$ cat config.mk
export PLATFORM = sky130hd
export DESIGN_NAME = sync_fifo_top
export DESIGN_NICKNAME = d
export VERILOG_FILES = /design/src/rtl/sync_fifo_top.sv
export SDC_FILE = /design/constraint.sdc
export NUM_CORES = 1
export LEC_CHECK = 0
export ABC_AREA = 0
export CAP_MARGIN = 10
export CELL_PAD_IN_SITES_DETAIL_PLACEMENT = 0
export CELL_PAD_IN_SITES_GLOBAL_PLACEMENT = 1
export CORE_MARGIN = 3
export CORE_UTILIZATION = 45
export DETAILED_ROUTE_END_ITERATION = 16
export HOLD_SLACK_MARGIN = 0.02
export PLACE_DENSITY = 0.79
export SLEW_MARGIN = 20
export SYNTH_ARGS = -nofsm -noshare
export SYNTH_HDL_FRONTEND = slang
export SYNTH_SLANG_ARGS = --single-unit
$ cat constraint.sdc
create_clock -name wclk -period 15 [get_ports wclk]
set_clock_uncertainty 0.2 [all_clocks]
set_input_delay 1.5 -clock wclk [delete_from_list [all_inputs] [get_ports wclk]]
set_output_delay 1.5 -clock wclk [all_outputs]
set_load 0.1 [all_outputs]
$ cat src/rtl/sync_fifo_top.sv
// Single-clock 16x32 FIFO with a registered read port and registered full/empty/count flags.
// Pointers carry one extra wrap bit, so full and empty are told apart by that bit alone.
module sync_fifo_top #(
  parameter int DSIZE = 32,
  parameter int ASIZE = 4
) (
  input  logic             wclk,
  input  logic             wrst,
  input  logic             winc,
  input  logic [DSIZE-1:0] wdata,
  input  logic             rinc,
  output logic [DSIZE-1:0] rdata,
  output logic             wfull,
  output logic             rempty,
  output logic [ASIZE:0]   count
);

  localparam int DEPTH = 2 ** ASIZE;

  logic [DSIZE-1:0] mem [DEPTH];
  logic [ASIZE:0]   wptr, rptr;
  logic [ASIZE:0]   wptr_next, rptr_next;
  logic             we, re;

  assign we = winc & ~wfull;
  assign re = rinc & ~rempty;

  // NOTE: every always_comb output gets a default first so no latch can be inferred.
  always_comb begin
    wptr_next = wptr;
    rptr_next = rptr;
    if (we) wptr_next = wptr + 1'b1;
    if (re) rptr_next = rptr + 1'b1;
  end

  // NOTE: sequential state uses non-blocking assignments so every register samples pre-edge values.
  always_ff @(posedge wclk) begin
    if (wrst) begin
      wptr   <= '0;
      rptr   <= '0;
      rdata  <= '0;
      wfull  <= 1'b0;
      rempty <= 1'b1;
      count  <= '0;
    end else begin
      wptr   <= wptr_next;
      rptr   <= rptr_next;
      if (re) rdata <= mem[rptr[ASIZE-1:0]];
      // Flags come from the next-state pointers so they line up with the pointer update.
      rempty <= (wptr_next == rptr_next);
      wfull  <= (wptr_next[ASIZE] != rptr_next[ASIZE]) &&
                (wptr_next[ASIZE-1:0] == rptr_next[ASIZE-1:0]);
      count  <= wptr_next - rptr_next;
    end
  end

  // NOTE: the storage array has no reset; its contents are meaningless until written.
  always_ff @(posedge wclk) begin
    if (we && !wrst) mem[wptr[ASIZE-1:0]] <= wdata;
  end

endmodule

# [After elaboration in Yosys (flattened, before gate mapping)]
# Memory sizes are Yosys's and may differ from the RTL's. A register that Yosys moved wholly into a read port is not among the register bits.
# Index checks and enable logic that the tools add are counted.
[totals] output_inout_bits=39 ramBits=512 wordCells=23 ff_bits=17 in_bits=36 mem_count=1
[op_classes] n_mux=4 add_sub_neg=3 n_eq_ne=3 n_reduce_logical=3 bitwise_logic=4
[mem_list] name="mem" depth=16 word_bits=32 rd=1 rd_ports_with_merged_regs=1 wr=1 line="20" text="logic [DSIZE-1:0] mem [DEPTH];"
[ops] cell="$add A5 B1 Y5 const B" count=2
[ops] cell="$mux W5" count=2
[ops] cell="$eq A5 B5 Y1" count=1
[ops] cell="$sub A5 B5 Y5" count=1
[ops] cell="$eq A4 B4 Y1" count=1
[ops] cell="$and A1 B1 Y1" count=2
[ops] cell="$logic_and A1 B1 Y1" count=2
[ops] cell="$mux W1" count=2
[ops] cell="$not A1 Y1" count=2
[ops] cell="$logic_not A1 Y1" count=1
[ops] cell="$ne A1 B1 Y1" count=1

# [Logic depth before layout (Yosys ltp)]
# Gate-level depths: netlist of run 1.
[logic_depth] word_depth=5 depth_mapped=10 ltp_nobuf=9

# [Worst setup path after synthesis of run 1]
# No wires, ideal clock.
[synth_timing] kind="input -> register" from="in wrst" to="mem mem[9][0] (enable)" n_path_buf=1 setup_slack_ns=9.081 setup_time_ns=0.513 required_time_ns=14.287 t_arrival_ns=5.206 stages=3 path_cell_list="clkbuf_1 > nand2b_1 > nor4b_1"
[synth_between] elab_chain_cells=4
[synth_rtl] element="start, declared" line="8" text="input logic wrst,"
[synth_rtl] element="$logic_not A1 Y1" line="59" text="if (we && !wrst) mem[wptr[ASIZE-1:0]] <= wdata;"
[synth_rtl] element="$logic_and A1 B1 Y1" line="59"
[synth_rtl] element="$mux W1" line="59"
[synth_rtl] element="$mux W1 (not written as such)" line="59"
[synth_rtl] element="end, declared" line="20"
# No other way between the ends.

# [Worst setup path in the final report of run 1]
[layout_timing] from="reg wfull" to="out wfull"
[layout_rtl] element="start, declared" line="13" text="output logic wfull,"
[layout_rtl] element="start signal, assigned" line="51" text="wfull <= (wptr_next[ASIZE] != rptr_next[ASIZE]) &&"
# No word-level cell between the ends.

==> results of run 1 <==
## worst paths after layout
kind                   from   endpoint  cells after the start
hold reg to reg   rdata[26]  rdata[26]                      2
setup reg to reg    rptr[0]   count[4]                      8
hold / removal    rdata[26]  rdata[26]                      2
setup / recovery      wfull      wfull                      1
## flip-flops by register name, indices dropped and copies added, names as in the netlist
name	cells
count	5
mem	512
rdata	32
rempty	1
rptr	5
wfull	1
wptr	5
## cells in the final DEF (no fill, tap or decap), types with 3 or more instances in the layout
master           instances
dfxtp_1                 47
clkbuf_1                 5
inv_1                    6
clkinv_2                 8
edfxtp_1               512
nand3b_1                 3
ha_1                     8
inv_8                    3
buf_16                   3
xnor2_1                  6
buf_4                   26
a22oi_1                 64
nor2_4                   5
mux4_1                  42
nand2b_1                 5
clkbuf_16               56
nor4_2                   3
nand2_1                  3
bufinv_16                7
clkinv_1                19
a21oi_1                 65
clkdlybuf4s50_1         73
nor3_2                   4
xor2_1                   6
nor2b_1                  3
mux4_2                  86
nor2_1                  48
## cell type report
type	instances	area (um^2)
clock buffers	61	1420
clock inverters	44	417.9
fillers	3588	22030
inverters	6	22.52
multi-input cells	377	4731
flip-flops and latches	561	16360
well taps	607	759.5
repair buffers	103	1013
## synth_stat cells
cell type | n | area (um^2)
or2_2 | 1 | 6.260
nor3_1 | 4 | 20.02
o2bb2ai_1 | 1 | 8.760
o21ai_1 | 1 | 5.000
nand2_1 | 3 | 11.26
nor4bb_1 | 1 | 10.01
or2_1 | 1 | 6.260
xor2_2 | 1 | 16.27
nand2b_1 | 6 | 37.54
inv_1 | 6 | 22.52
buf_6 | 1 | 11.26
buf_12 | 10 | 200.2
buf_8 | 1 | 15.01
buf_1 | 6 | 22.52
xnor2_2 | 1 | 16.27
nand3_1 | 2 | 10.01
xnor2_1 | 6 | 52.55
a221oi_1 | 1 | 8.760
mux4_1 | 42 | 1104
nand4_1 | 2 | 12.51
and2_1 | 2 | 12.51
fa_1 | 1 | 20.02
a21oi_1 | 65 | 325.3
mux4_2 | 86 | 1937
ha_1 | 8 | 100.1
dfxtp_1 | 49 | 980.9
mux2i_1 | 2 | 20.02
nor3b_1 | 2 | 15.01
nor4_1 | 3 | 18.77
clkbuf_1 | 27 | 101.4
xor2_1 | 6 | 52.55
a41o_1 | 1 | 10.01
a22oi_1 | 64 | 480.5
nor2b_1 | 5 | 31.28
nand3b_1 | 3 | 22.52
buf_2 | 14 | 70.07
nor2_1 | 53 | 198.9
nor4b_1 | 2 | 17.52
edfxtp_1 | 512 | 15370
and2b_1 | 1 | 7.510
## stage by stage
step	area, um^2	hold slack, ps	utilization, %
after floorplan	21390	287.4	-
after global placement	22810	267.7	48.78
after detailed placement	22810	282.8	48.78
after CTS	24640	297.2	52.71
after global routing	24730	320.7	52.89
final	24730	290.3	52.89
## layer usage
layer  part of all wire (%)  up-vias  routed length [um]
li1                       -     4406                   -
met1                     43     5272               18310
met2                     49      356               21200
met3                    6.4       61                2768
met4                    1.7        0                 738
met5                      0        -                   0
## where the power goes
part	leakage (nW)	internal, mW	switching (mW)
sequential	5.01	1.73	0.0230
clock	0.894	0.806	0.574
combinational	1.83	0.128	0.204
## cell families after synthesis
family,Yosys count,share of synthesized area (%)
flops,561,76.45
compound gates,133,3.919
mux,130,14.31
simple gates,91,2.047
buf+inv,65,2.070
xor+xnor,14,0.6434
fa+ha+maj,9,0.5615
==> results.json, run 1 <==
{
  "status": "completed",
  "die_x_um": 224.0,
  "cts_buffers": 56,
  "p_leak_nw": 7.739,
  "cts_setup_buffers": 0,
  "drive_gt1_share_pct": 19.27,
  "ios": 75,
  "finalSetupTns_ps": 0,
  "crit_path_max_incr_delay_ps": 1180,
  "netlist_area_mm2": 0.02139,
  "syn_to_final_growth_pct": 15.59,
  "synth_fp_nets": 1048,
  "drc": 0,
  "path_buf_inv": 1,
  "place_ws_ps": 10630,
  "worst_slew_pin_slew_ps": 1133,
  "die_y_um": 224.0,
  "final.min_clock_period_ps": 3876,
  "max_cap_violations": 0,
  "ys_ff_latch": 561,
  "track_usage_pct": 17.28,
  "worstPathArrival_ps": 2180,
  "stdcell_count": 1759,
  "worst-setup-path-type": "reg2out",
  "ys_types": 40,
  "peakVddDrop_mv": 0.08717,
  "setup_viol": 0,
  "synth_seq_area_share_pct": 76.45,
  "synth_area_per_cell_um2": 21.33,
  "fin_ws_ps": 11120,
  "drtIter0Drc": 969,
  "grt_max_degree": 69,
  "slew_viol_final": 0,
  "crit_path_cell_trace": "clkdlybuf4s50_1",
  "ctsHoldBuffers": 0,
  "clock-sinks": 561,
  "antenna_found_initial": 0,
  "total_power_mw": 3.464,
  "regToRegSetupSlack_ps": 11580,
  "cts_resized": 0,
  "finalCritPeriodShare_pct": 25.84,
  "htreeDepth": 2,
  "rows": 79,
  "wl_um": 43010,
  "grt_use_met3_pct": 3.355,
  "clock_latency_ps": 600,
  "yosys_warnings": 0,
  "fin_nets": 1150,
  "globalRouteMet1Util_pct": 24.03,
  "dieArea_mm2": 0.05019,
  "vias": 10095,
  "cts-root-buf": "clkbuf_16",
  "grt_overflow": 0,
  "p_per_area_mw_per_mm2": 140.1,
  "grt.busiest_layer": "met2",
  "cpLargestDelayFamily": "buffers and inverters",
  "end_kind": "primary output",
  "crit_slowest_cell": "clkdlybuf4s50_1",
  "place_hpwl_um": 22880,
  "start_kind": "flip-flop",
  "diodes": 0,
  "gp_congestion": 0.7062,
  "start_util_pct": 45.76,
  "ant_nets": 0,
  "drt-vias-per-instance": 5.739,
  "synth_cells": 1003,
  "cts_tree": "built",
  "hp-class": "reg2reg",
  "dp.cells": 1651,
  "crit_required_ps": 13300,
  "relSlewSlack_pct": 24.29,
  "cts_buffer_depth": 3,
  "critPathMaxFanout": 4,
  "grt_pass1_wl_um": 64980,
  "hold_viol": 0,
  "core_mm2": 0.04675,
  "post_drt_wl_per_cell_um": 24.45,
  "use_met2_pct": 28.63,
  "dr.pass1.iters": 5,
  "io_buffers": 74,
  "max_freq_mhz": 258.0,
  "clk_pin_slew_worst_paths_ps": 60,
  "grt_pass1_vias": 10475,
  "rsz0062_at_grt": "no"
}
No activity file was read; power rests on OpenSTA's default activity.
==> run 2: changes to the inputs <==
==> constraint.sdc (replaced) <==
create_clock -name wclk -period 3.6 [get_ports wclk]
set_clock_uncertainty 0.2 [all_clocks]
set_input_delay 0.36 -clock wclk [delete_from_list [all_inputs] [get_ports wclk]]
set_output_delay 0.36 -clock wclk [all_outputs]
set_load 0.1 [all_outputs]
==> run 2 against run 1 <==
Compared with the run above: first-iteration DRC count shrank 0.21%; sequential share of layout area grew 0.16 points; sequential power grew to 4.2 times the previous value; cell count is essentially flat; clock-buffer cell count grew 12; die area is the same; critical path depth is the same; critical path type unchanged; largest cell class unchanged.
==> results.json, run 2 (synthesis gave the netlist of run 1 again) <==
{
  "ant_nets": 0,
  "final_cell_mix": "edfxtp_1, mux4_2, clkdlybuf4s50_1, a21oi_1, a22oi_1",
  "setup_viol": 0,
  "min_from": "rdata[1]",
  "clk_pin_slew_worst_paths_ps": 60,
  "status": "completed",
  "syn_to_final_growth_pct": 15.31,
  "grt_pass1_wl_um": 66530,
  "worst-setup-path-type": "reg2out",
  "htreeDepth": 2,
  "drc": 0,
  "diodes": 0,
  "dr.pass1.iters": 5,
  "dieArea_mm2": 0.05019,
  "dp.cells": 1658,
  "cts_resized": 0,
  "grt_pass1_vias": 10524,
  "peakVddDrop_mv": 0.3921,
  "total_power_mw": 14.13,
  "final.min_clock_period_ps": 2681,
  "num-fill-cells": 3578,
  "finalCritPeriodShare_pct": 74.48,
  "vias": 10169,
  "antenna_found_initial": 0,
  "p_per_area_mw_per_mm2": 572.9,
  "rsz0062_at_grt": "no",
  "clock_latency_ps": 580,
  "holdPathEnd": "rdata[1]",
  "start_util_pct": 45.76,
  "crit_slowest_cell": "clkdlybuf4s50_1",
  "post_drt_wl_per_cell_um": 24.63,
  "die_y_um": 224.0,
  "core_mm2": 0.04675,
  "place_hpwl_um": 23170,
  "io_buffers": 74,
  "slew_viol_final": 0,
  "rows": 79,
  "drt-vias-per-instance": 5.784,
  "fin_ws_ps": 918.7,
  "ios": 75,
  "wl_um": 43290,
  "ctsHoldBuffers": 0,
  "place_ws_ps": 735.2,
  "stdcell_count": 1758,
  "cts_buffer_depth": 3,
  "max_cap_violations": 0,
  "worst_slew_pin_slew_ps": 1009,
  "crit_path_max_incr_delay_ps": 1160,
  "die_x_um": 224.0,
  "cts-root-buf": "clkbuf_16",
  "regToRegSetupSlack_ps": 1020,
  "cpLargestDelayFamily": "buffers and inverters",
  "grt_overflow": 0,
  "gp_congestion": 0.7315,
  "drtIter0Drc": 967,
  "use_met2_pct": 28.80,
  "grt.busiest_layer": "met2",
  "largest_reg_flops": 512,
  "cts_setup_buffers": 0,
  "globalRouteMet1Util_pct": 24.94,
  "clock-sinks": 561,
  "max_freq_mhz": 373.0,
  "fin_nets": 1152,
  "track_usage_pct": 17.57,
  "worstPathArrival_ps": 2120,
  "grt_use_met3_pct": 2.739,
  "start_kind": "flip-flop",
  "grt_max_degree": 65,
  "hold_viol": 0,
  "end_kind": "primary output",
  "r2r-start": "rptr[0]",
  "hp-class": "reg2reg",
  "p_leak_nw": 7.688,
  "drive_gt1_share_pct": 19.64,
  "critPathMaxFanout": 2,
  "crit_path_cell_trace": "clkdlybuf4s50_1",
  "hold_depth": 2,
  "relSlewSlack_pct": 32.52,
  "crit_required_ps": 3040,
  "cts_buffers": 54,
  "r2r_end": "rdata[20]",
  "layout.cells.most_common": "edfxtp_1",
  "path_buf_inv": 1,
  "r2r_cells": 6,
  "cts_tree": "built"
}
-- run 2: cell count changes in the layout (fill, tap and decap cells not counted), sizes merged --
cell / change
clkbuf: +12
clkinvlp: +3
clkinv: -13
bufinv: -4
inv: -3
buf: +4
-- run 2: routing by layer --
metal,up-vias,share of wire [%]
li1,4405,-
met4,0,1.9
met1,5335,42
met5,-,0
met3,65,6.5
met2,364,50
-- run 2: worst max-delay path by stage --
stage                            end       from  slack, ps  depth (start not counted)
after global placement      count[3]       winc        760                         10
after detailed placement    count[3]       winc        740                         10
final                      rdata[14]  rdata[14]        920                          1
after CTS                     rempty     rempty        870                          1
after global routing       rdata[27]    rptr[0]        820                          6
after floorplan           mem[10][0]      wfull      -1550                          2
-- run 2: area by class of cell --
class                      count  area [um^2]  area share (%)
clock buffer                  73         1474           5.975
clock inverter                27        234.0          0.9485
inverter                       6        22.52         0.09130
multi-input combinational    377         4745           19.23
sequential                   561        16360           66.33
tap                          607        759.5           3.079
timing repair buffer         107         1071           4.342
-- run 2: through the flow --
| stage | area, um^2 | hold WS [ps] | util, % | TNS, ps |
|---|---|---|---|---|
| after floorplan | 21420 | 258.9 | - | -288470 |
| after global placement | 22960 | 268.1 | 49.11 | 0 |
| after detailed placement | 22960 | 278.9 | 49.11 | 0 |
| after CTS | 24670 | 293.8 | 52.76 | 0 |
| after global routing | 24670 | 319.3 | 52.76 | 0 |
| final | 24670 | 285.7 | 52.76 | 0 |
-- run 2: power by group --
| group | internal, mW | switching, mW |
|---|---|---|
| clock network | 3.09 | 2.31 |
| registers | 7.20 | 0.0682 |
| logic | 0.564 | 0.892 |
| total | 10.9 | 3.27 |
